$ cat src/rtl/ahb_resp_mux_n.sv
// AHB-Lite N-slave response multiplexer with a built-in default slave for unmapped addresses.
// Optional wait-state watchdog enabled by defining RESP_MUX_TIMEOUT_EN.
module ahb_resp_mux_n #(
    parameter int NUM_SLAVES     = 4,
    parameter int DATA_WIDTH     = 32,
    parameter int SEL_WIDTH      = $clog2(NUM_SLAVES),
    parameter int TIMEOUT_CYCLES = 16
) (
    input  logic                             hclk,
    input  logic                             hresetn,
    input  logic [1:0]                       htrans,
    input  logic [SEL_WIDTH-1:0]             hsel_addr,
    input  logic                             hsel_valid,
    input  logic [NUM_SLAVES*DATA_WIDTH-1:0] hrdata_bus,
    input  logic [NUM_SLAVES-1:0]            hreadyout_bus,
    input  logic [NUM_SLAVES-1:0]            hresp_bus,
    output logic [DATA_WIDTH-1:0]            hrdata,
    output logic                             hreadyout,
    output logic                             hresp,
    output logic [SEL_WIDTH-1:0]             data_sel,
    output logic                             timeout
);

    typedef enum logic [1:0] {PASS, ERR1, ERR2} state_t;

    // Channel table padded to a power of two so any index value selects a defined entry.
    localparam int NUM_CH = 1 << SEL_WIDTH;
    localparam logic [SEL_WIDTH:0] NUM_IDX = (SEL_WIDTH + 1)'(NUM_SLAVES);

    state_t               state_reg, state_next;
    logic [SEL_WIDTH-1:0] data_sel_reg;
    logic                 data_valid_reg;
    logic                 data_active_reg;

    logic [DATA_WIDTH-1:0] ch_rdata [NUM_CH];
    logic [NUM_CH-1:0]     ch_ready;
    logic [NUM_CH-1:0]     ch_resp;

    logic [DATA_WIDTH-1:0] rdata_mux;
    logic                  ready_mux;
    logic                  resp_mux;
    logic                  addr_mapped;
    logic                  sel_ready;
    logic                  tout_fire;
    logic                  unused_htrans0;

    genvar gi;
    generate
        for (gi = 0; gi < NUM_CH; gi++) begin : g_ch
            if (gi < NUM_SLAVES) begin : g_real
                assign ch_rdata[gi] = hrdata_bus[gi*DATA_WIDTH +: DATA_WIDTH];
                assign ch_ready[gi] = hreadyout_bus[gi];
                assign ch_resp[gi]  = hresp_bus[gi];
            end else begin : g_pad
                assign ch_rdata[gi] = '0;
                assign ch_ready[gi] = 1'b1;
                assign ch_resp[gi]  = 1'b0;
            end
        end
    endgenerate

    assign addr_mapped    = hsel_valid && ({1'b0, hsel_addr} < NUM_IDX);
    assign sel_ready      = ch_ready[data_sel_reg];
    assign unused_htrans0 = htrans[0];

    always_comb begin
        rdata_mux  = '0;
        ready_mux  = 1'b1;
        resp_mux   = 1'b0;
        state_next = state_reg;
        case (state_reg)
            PASS: begin
                if (data_valid_reg) begin
                    rdata_mux = ch_rdata[data_sel_reg];
                    ready_mux = sel_ready;
                    resp_mux  = ch_resp[data_sel_reg];
                end
                if (tout_fire) begin
                    state_next = ERR1;
                end else if (ready_mux && htrans[1] && !addr_mapped) begin
                    state_next = ERR1;
                end
            end
            ERR1: begin
                ready_mux  = 1'b0;
                resp_mux   = 1'b1;
                state_next = ERR2;
            end
            ERR2: begin
                resp_mux   = 1'b1;
                state_next = (htrans[1] && !addr_mapped) ? ERR1 : PASS;
            end
            default: state_next = PASS;
        endcase
    end

    // Address phase is accepted only when our own HREADY broadcast is high.
    always_ff @(posedge hclk or negedge hresetn) begin
        if (!hresetn) begin
            state_reg       <= PASS;
            data_sel_reg    <= '0;
            data_valid_reg  <= 1'b0;
            data_active_reg <= 1'b0;
        end else begin
            state_reg <= state_next;
            if (ready_mux) begin
                data_sel_reg    <= hsel_addr;
                data_valid_reg  <= addr_mapped;
                data_active_reg <= htrans[1];
            end
        end
    end

`ifdef RESP_MUX_TIMEOUT_EN
    localparam int CNT_W = $clog2(TIMEOUT_CYCLES + 1);

    logic [CNT_W-1:0] wait_cnt_reg;
    logic             timeout_reg;
    logic             waiting;

    assign waiting   = (state_reg == PASS) && data_valid_reg && data_active_reg && !sel_ready;
    // Fires on the wait cycle that brings the count up to TIMEOUT_CYCLES.
    assign tout_fire = waiting && (wait_cnt_reg == CNT_W'(TIMEOUT_CYCLES - 1));

    always_ff @(posedge hclk or negedge hresetn) begin
        if (!hresetn) begin
            wait_cnt_reg <= '0;
            timeout_reg  <= 1'b0;
        end else begin
            timeout_reg <= tout_fire;
            if (waiting && !tout_fire) begin
                wait_cnt_reg <= wait_cnt_reg + 1'b1;
            end else begin
                wait_cnt_reg <= '0;
            end
        end
    end

    assign timeout = timeout_reg;
`else
    assign tout_fire = 1'b0;
    assign timeout   = 1'b0;
`endif

    assign hrdata    = rdata_mux;
    assign hreadyout = ready_mux;
    assign hresp     = resp_mux;
    assign data_sel  = data_sel_reg;

endmodule

$ cat config.mk
export PLATFORM = sky130hd
export DESIGN_NAME = ahb_resp_mux_n
export DESIGN_NICKNAME = d
export VERILOG_FILES = /design/src/rtl/ahb_resp_mux_n.sv
export SDC_FILE = /design/constraint.sdc
export NUM_CORES = 1
export LEC_CHECK = 0
export CAP_MARGIN = 40
export CORE_AREA = 2 2 59 116
export CTS_CLUSTER_SIZE = 8
export DETAILED_ROUTE_END_ITERATION = 16
export DIE_AREA = 0 0 61 118
export MAX_ROUTING_LAYER = met4
export PLACE_DENSITY_LB_ADDON = 0.25
export SLEW_MARGIN = 25
export SYNTH_ARGS = -nofsm -noshare
export SYNTH_HDL_FRONTEND = slang
export SYNTH_SLANG_ARGS = --single-unit
$ cat constraint.sdc
create_clock -name hclk -period 1.93 [get_ports hclk]
set_input_delay 0.4825 -clock hclk [delete_from_list [all_inputs] [get_ports hclk]]
set_output_delay 0.4825 -clock hclk [all_outputs]
set_load 0.05 [all_outputs]
Word-level counts from Yosys, hierarchy flattened:

Index checks and enable logic that the tools add are counted.

* flip-flop bits (word level): 5
* bits of input ports: 143
* output and inout port bits: 37
* word-level logic and storage cells: 32

* order comparisons: 2
* equality and inequality tests: 3
* multiplexer cells: 17
* bitwise gates (word level): 1
* reductions and logical operators: 6

Operators by type and width (count)
* $mux W32: 4
* $bmux W32 S2: 1
* $mux W1: 6
* $pmux W2 S3: 1
* $bmux W1 S2: 2
* $pmux W1 S2: 2
* $ge A3 B3 Y1 const B: 1
* $logic_and A1 B1 Y1: 3
* $lt A2 B3 Y1 const B: 1
* $not A2 Y3: 1
* $eq A2 B1 Y1 const B: 1
* $eq A2 B2 Y1 const B: 1
* $logic_not A2 Y1: 1
* $mux W2: 1
* $ne A2 B2 Y1 const B: 1
* $reduce_or A2 Y1: 1
* $logic_not A1 Y1: 1

Depth between registers and ports, before layout:

* word-level depth: 8
* gate-level depth with buffers: 5
* gate-level depth less buffers: 5

Worst setup path after synthesis:

Ideal clock, no wire load.

* path kind: reg-to-output
* start: register data_sel_reg[1] (netlist: data_sel[1])
* end: output hrdata[10]
* arrival: 2.160 ns
* setup slack: -0.713 ns
* cell stages (with the launch flop): 5
* buffers on the path: 2
* cells stage by stage: dfrtp_1 > buf_4 > clkbuf_1 > mux4_2 > nor2b_1

* cells in the longest elaborated chain, start to end: 6

Ends and longest elaborated chain
* start: declaration: RTL line 31 `logic [SEL_WIDTH-1:0] data_sel_reg;`
* start signal: assignment: RTL line 107 `data_sel_reg <= hsel_addr;`
* $not A2 Y3 (implied by the code): RTL line 74 `rdata_mux = ch_rdata[data_sel_reg];`
* $bmux W32 S2: RTL line 74
* $mux W32 (implied by the code) (2 in a row): RTL line 74
* $mux W32: RTL line 73 `if (data_valid_reg) begin`
* $mux W32: RTL line 71 `case (state_reg)`
* end: declaration: RTL line 17 `output logic [DATA_WIDTH-1:0] hrdata,`

Every way passes these cells. The select of a mux whose other input is x is not followed.

Worst setup path after layout:

* start: register data_sel_reg[0] (netlist: data_sel[0])
* end: output hresp

* cells in the longest elaborated chain, start to end: 4

Ends and longest elaborated chain
* $bmux W1 S2: RTL line 76 `resp_mux = ch_resp[data_sel_reg];`
* $mux W1 (implied by the code): RTL line 76
* $mux W1: RTL line 73
* $pmux W1 S2: RTL line 71
* end: declaration: RTL line 19 `output logic hresp,`

Every way passes these cells. The select of a mux whose other input is x is not followed.

==> impl_results.md <==
- Status: complete, but fails checks
- Failing checks: setup timing
- NumNets Final: about 460
- CTS H-tree lvls: 1
- Leak Pwr: approximately 1.7 nW
- Ant diodes: 0
- Cell taking the most area after synthesis: mux4_2
- Overall Power: 0.00588 W
- Simple-gate portion of the synthesized area: 0.205
- Worst Path Max Fanout: 4
- Area share of the largest cell type after synthesis: 0.533
- Port Buffers: approximately 180
- DP Cell Count: 390
- Syn. warnings: 0
- Most common cell after layout, fill and taps aside: clkdlybuf4s50_1
- Crit path largest cell delay: around 0.52 ns
- Final Setup Violations: 34
- Vias: roughly 1900
- IO Count: 180
- Fmax: 0.461 GHz
- Initial Utilization: 0.221
- Die Ht: 118 um
- Buf/Inv on CP: 2
- Fin crit share: 1.12
- Layout Cells excl Fill: between 300 and 400
- Sink Count: 5
- Worst R2R Setup Slack: 0.08 ns
- Worst-skew pair later-pin latency: ~0.23 ns
- Layout area overhead: 179%
- Core ar.: around 0.0063 mm2
- Synth Area in XOR/XNOR: 0
- Worst r2r dst: state_reg[1]$_DFFE_PN0P_
- Yosys cell types: 26
- DR pass1 iterations: 4
- Fin. Hold Viols: 0
- Family with the most delay on the worst path: multiplexers
- Multi-input logic area: 0.00148 mm2
- Iter 0 DRT Violations: 44
- Total grt overflow: 0
- Largest net degree at the start of global routing: 23
- TritonCTS clock tree: yes
- Worst reg2reg startpoint: state_reg[0]$_DFFE_PN0P_
- Synth Instances: about 120
- Max Buffers Root-to-Sink: 2
- Share of layout cells above drive strength 1: 0.458
- GRT Overall Usage: 0.176
- Max cap viols: 0
- Final WS setup: -0.238 ns
- Post-synthesis mux area share: 0.571
- Startpoint types: flop
- Max Slew Vio Count: 0
- Vias per cell: about 4.7
- Clock skew: between 0.002 and 0.0025 ns
- GP Congestion: around 0.78
- Crit Path Category: flop to output port
- Syn avg cell area: around 12 um2
- Sequential share of the synthesized area: 0.0898
- Worst-path clk slew: around 0.030 ns
- Routed WL: 6460 um
- FF+latch count, synth: 5
- Initial antenna violation count: 0
- Antenna-violating nets left: 0
- Largest family of logic cells by synthesized area: multiplexers
- PD cells: about 1500 mW/mm2
- Syn Nets: between 200 and 300
- Worst min-delay path category: input port to asynchronous set/reset pin
- Post-Route Setup TNS: -6.77 ns
- Register area: 128 um2
- Fin crit period: 2.17 ns
- FF-to-FF path depth: 7
- Filler Cells Inserted: 512
- Pre-CTS setup slack: -0.357 ns
- Worst-path cell chain: buf_4 -> mux4_2 -> a31oi_4 -> nor2_4 -> buf_6
- Vias in the first global route: around 2000
- Crit. End Element: output port
- FP Rows: between 40 and 50
- # DRC: 0
- Die X: 61 um
- CP required: around 1.5 ns
- Critical-path top delay cell: mux4_2
- RSZ-0062 raised after global routing: true
- Clk Tree Root Cell: clkbuf_16
- DR WL/cell: ~16 um
- IR Drop Worst-Case VDD: 1070 uV
- Die area: 0.00720 mm2
- Area contributors post-synth: mux4_2 (53%), nor2b_1 (15%), dfrtp_1 (9.0%)
- Adder-Cell Fraction of Synth Area: 0.0449
- Cell area after synthesis: ~0.0014 mm2
- CP Data Arrival Time: around 1.7 ns
- DP HPWL: ~5500 um
- CTS Buf Count: 3
- First-pass GRT wire length: between 9000 and 10000 um
- Commonest cells after routing, fill and taps aside: clkdlybuf4s50_1 (119), mux4_2 (33), nor2b_4 (32)
- Synth Area in Compound Gates: 0.0305
[Yosys cell counts, drive strengths merged]
master	number
mux4	33
nor2b	33
buf	6
clkbuf	6
nand2	6
dfrtp	5
ha	5
inv	4
mux2i	3
and3b	2
mux2	2
nand2b	2
a221o	1
a222oi	1
a31oi	1
and2	1
and3	1
conb	1
nand4	1
nor2	1
o21bai	1
o221ai	1
[worst max path at each step]
stage          slack (ns)    endpoint                     from  cells after the start
5_1_grt             -0.30  hrdata[20]  data_sel[0]$_DFFE_PN0P_                      4
3_3_place_gp        -0.35       hresp             hresp_bus[3]                      5
4_1_cts             -0.27       hresp  data_sel[0]$_DFFE_PN0P_                      5
6_report            -0.24       hresp  data_sel[0]$_DFFE_PN0P_                      5
2_1_floorplan       -0.09  hrdata[22]  data_sel[0]$_DFFE_PN0P_                      4
3_5_place_dp        -0.36       hresp             hresp_bus[0]                      5
[final cells by class]
class | count | share of cell area
clock buffer | 4 | 0.0202
inverter | 4 | 0.00482
multi-input combinational | 96 | 0.380
sequential | 5 | 0.0328
tap | 86 | 0.0276
timing repair buffer | 201 | 0.534
[per-layer routing]
layer	vias to the layer above	track usage	share of wire	wire length [um]
met5	-	-	0	0
met4	0	0.0394	0.018	117
met3	10	0.0286	0.10	668
met2	116	0.348	0.58	3730
met1	882	0.160	0.30	1950
li1	843	-	-	-
[timing repair]
item | in CTS | in global routing
setup endpoints to repair | 35 | 36
pin swaps | 3 | 2
setup buffers | 3 | 1
resized for setup | 56 | 9
hold buffers | 0 | 0
[worst reg2reg max path, cell delays in order, from the launching register on]
cell,delay (ns)
dfrtp_1,0.37
inv_2,0.07
ha_4,0.18
and3b_4,0.19
buf_4,0.14
a222oi_1,0.30
buf_4,0.18
mux2_1,0.31
[power by group]
group	switching [W]	internal [W]
registers	0.0000867	0.000164
clock network	0.0000690	0.000274
logic	0.00258	0.00271
total	0.00274	0.00314
[per-stage QoR]
| stage | util | cell area, um2 | hold slack, ns |
|---|---|---|---|
| 6_report | 0.617 | 3890 | 0.497 |
| 5_1_grt | 0.617 | 3890 | 0.510 |
| 4_1_cts | 0.616 | 3890 | 0.503 |
| 3_5_place_dp | 0.579 | 3650 | 0.609 |
| 3_3_place_gp | 0.579 | 3650 | 0.589 |
| 2_1_floorplan | - | 1750 | 0.187 |
[cell families (layout without fill, tap and decap cells)]
logic type                 Yosys count  count (layout)
buffers and inverters               16             209
muxes                               38              38
and+or+nand+nor                     47              47
adders and majority gates            5               5
other                                1               1
AOI/OAI and AO/OA                    5               5
DFF                                  5               5
No activity file was read; power rests on OpenSTA's default activity.
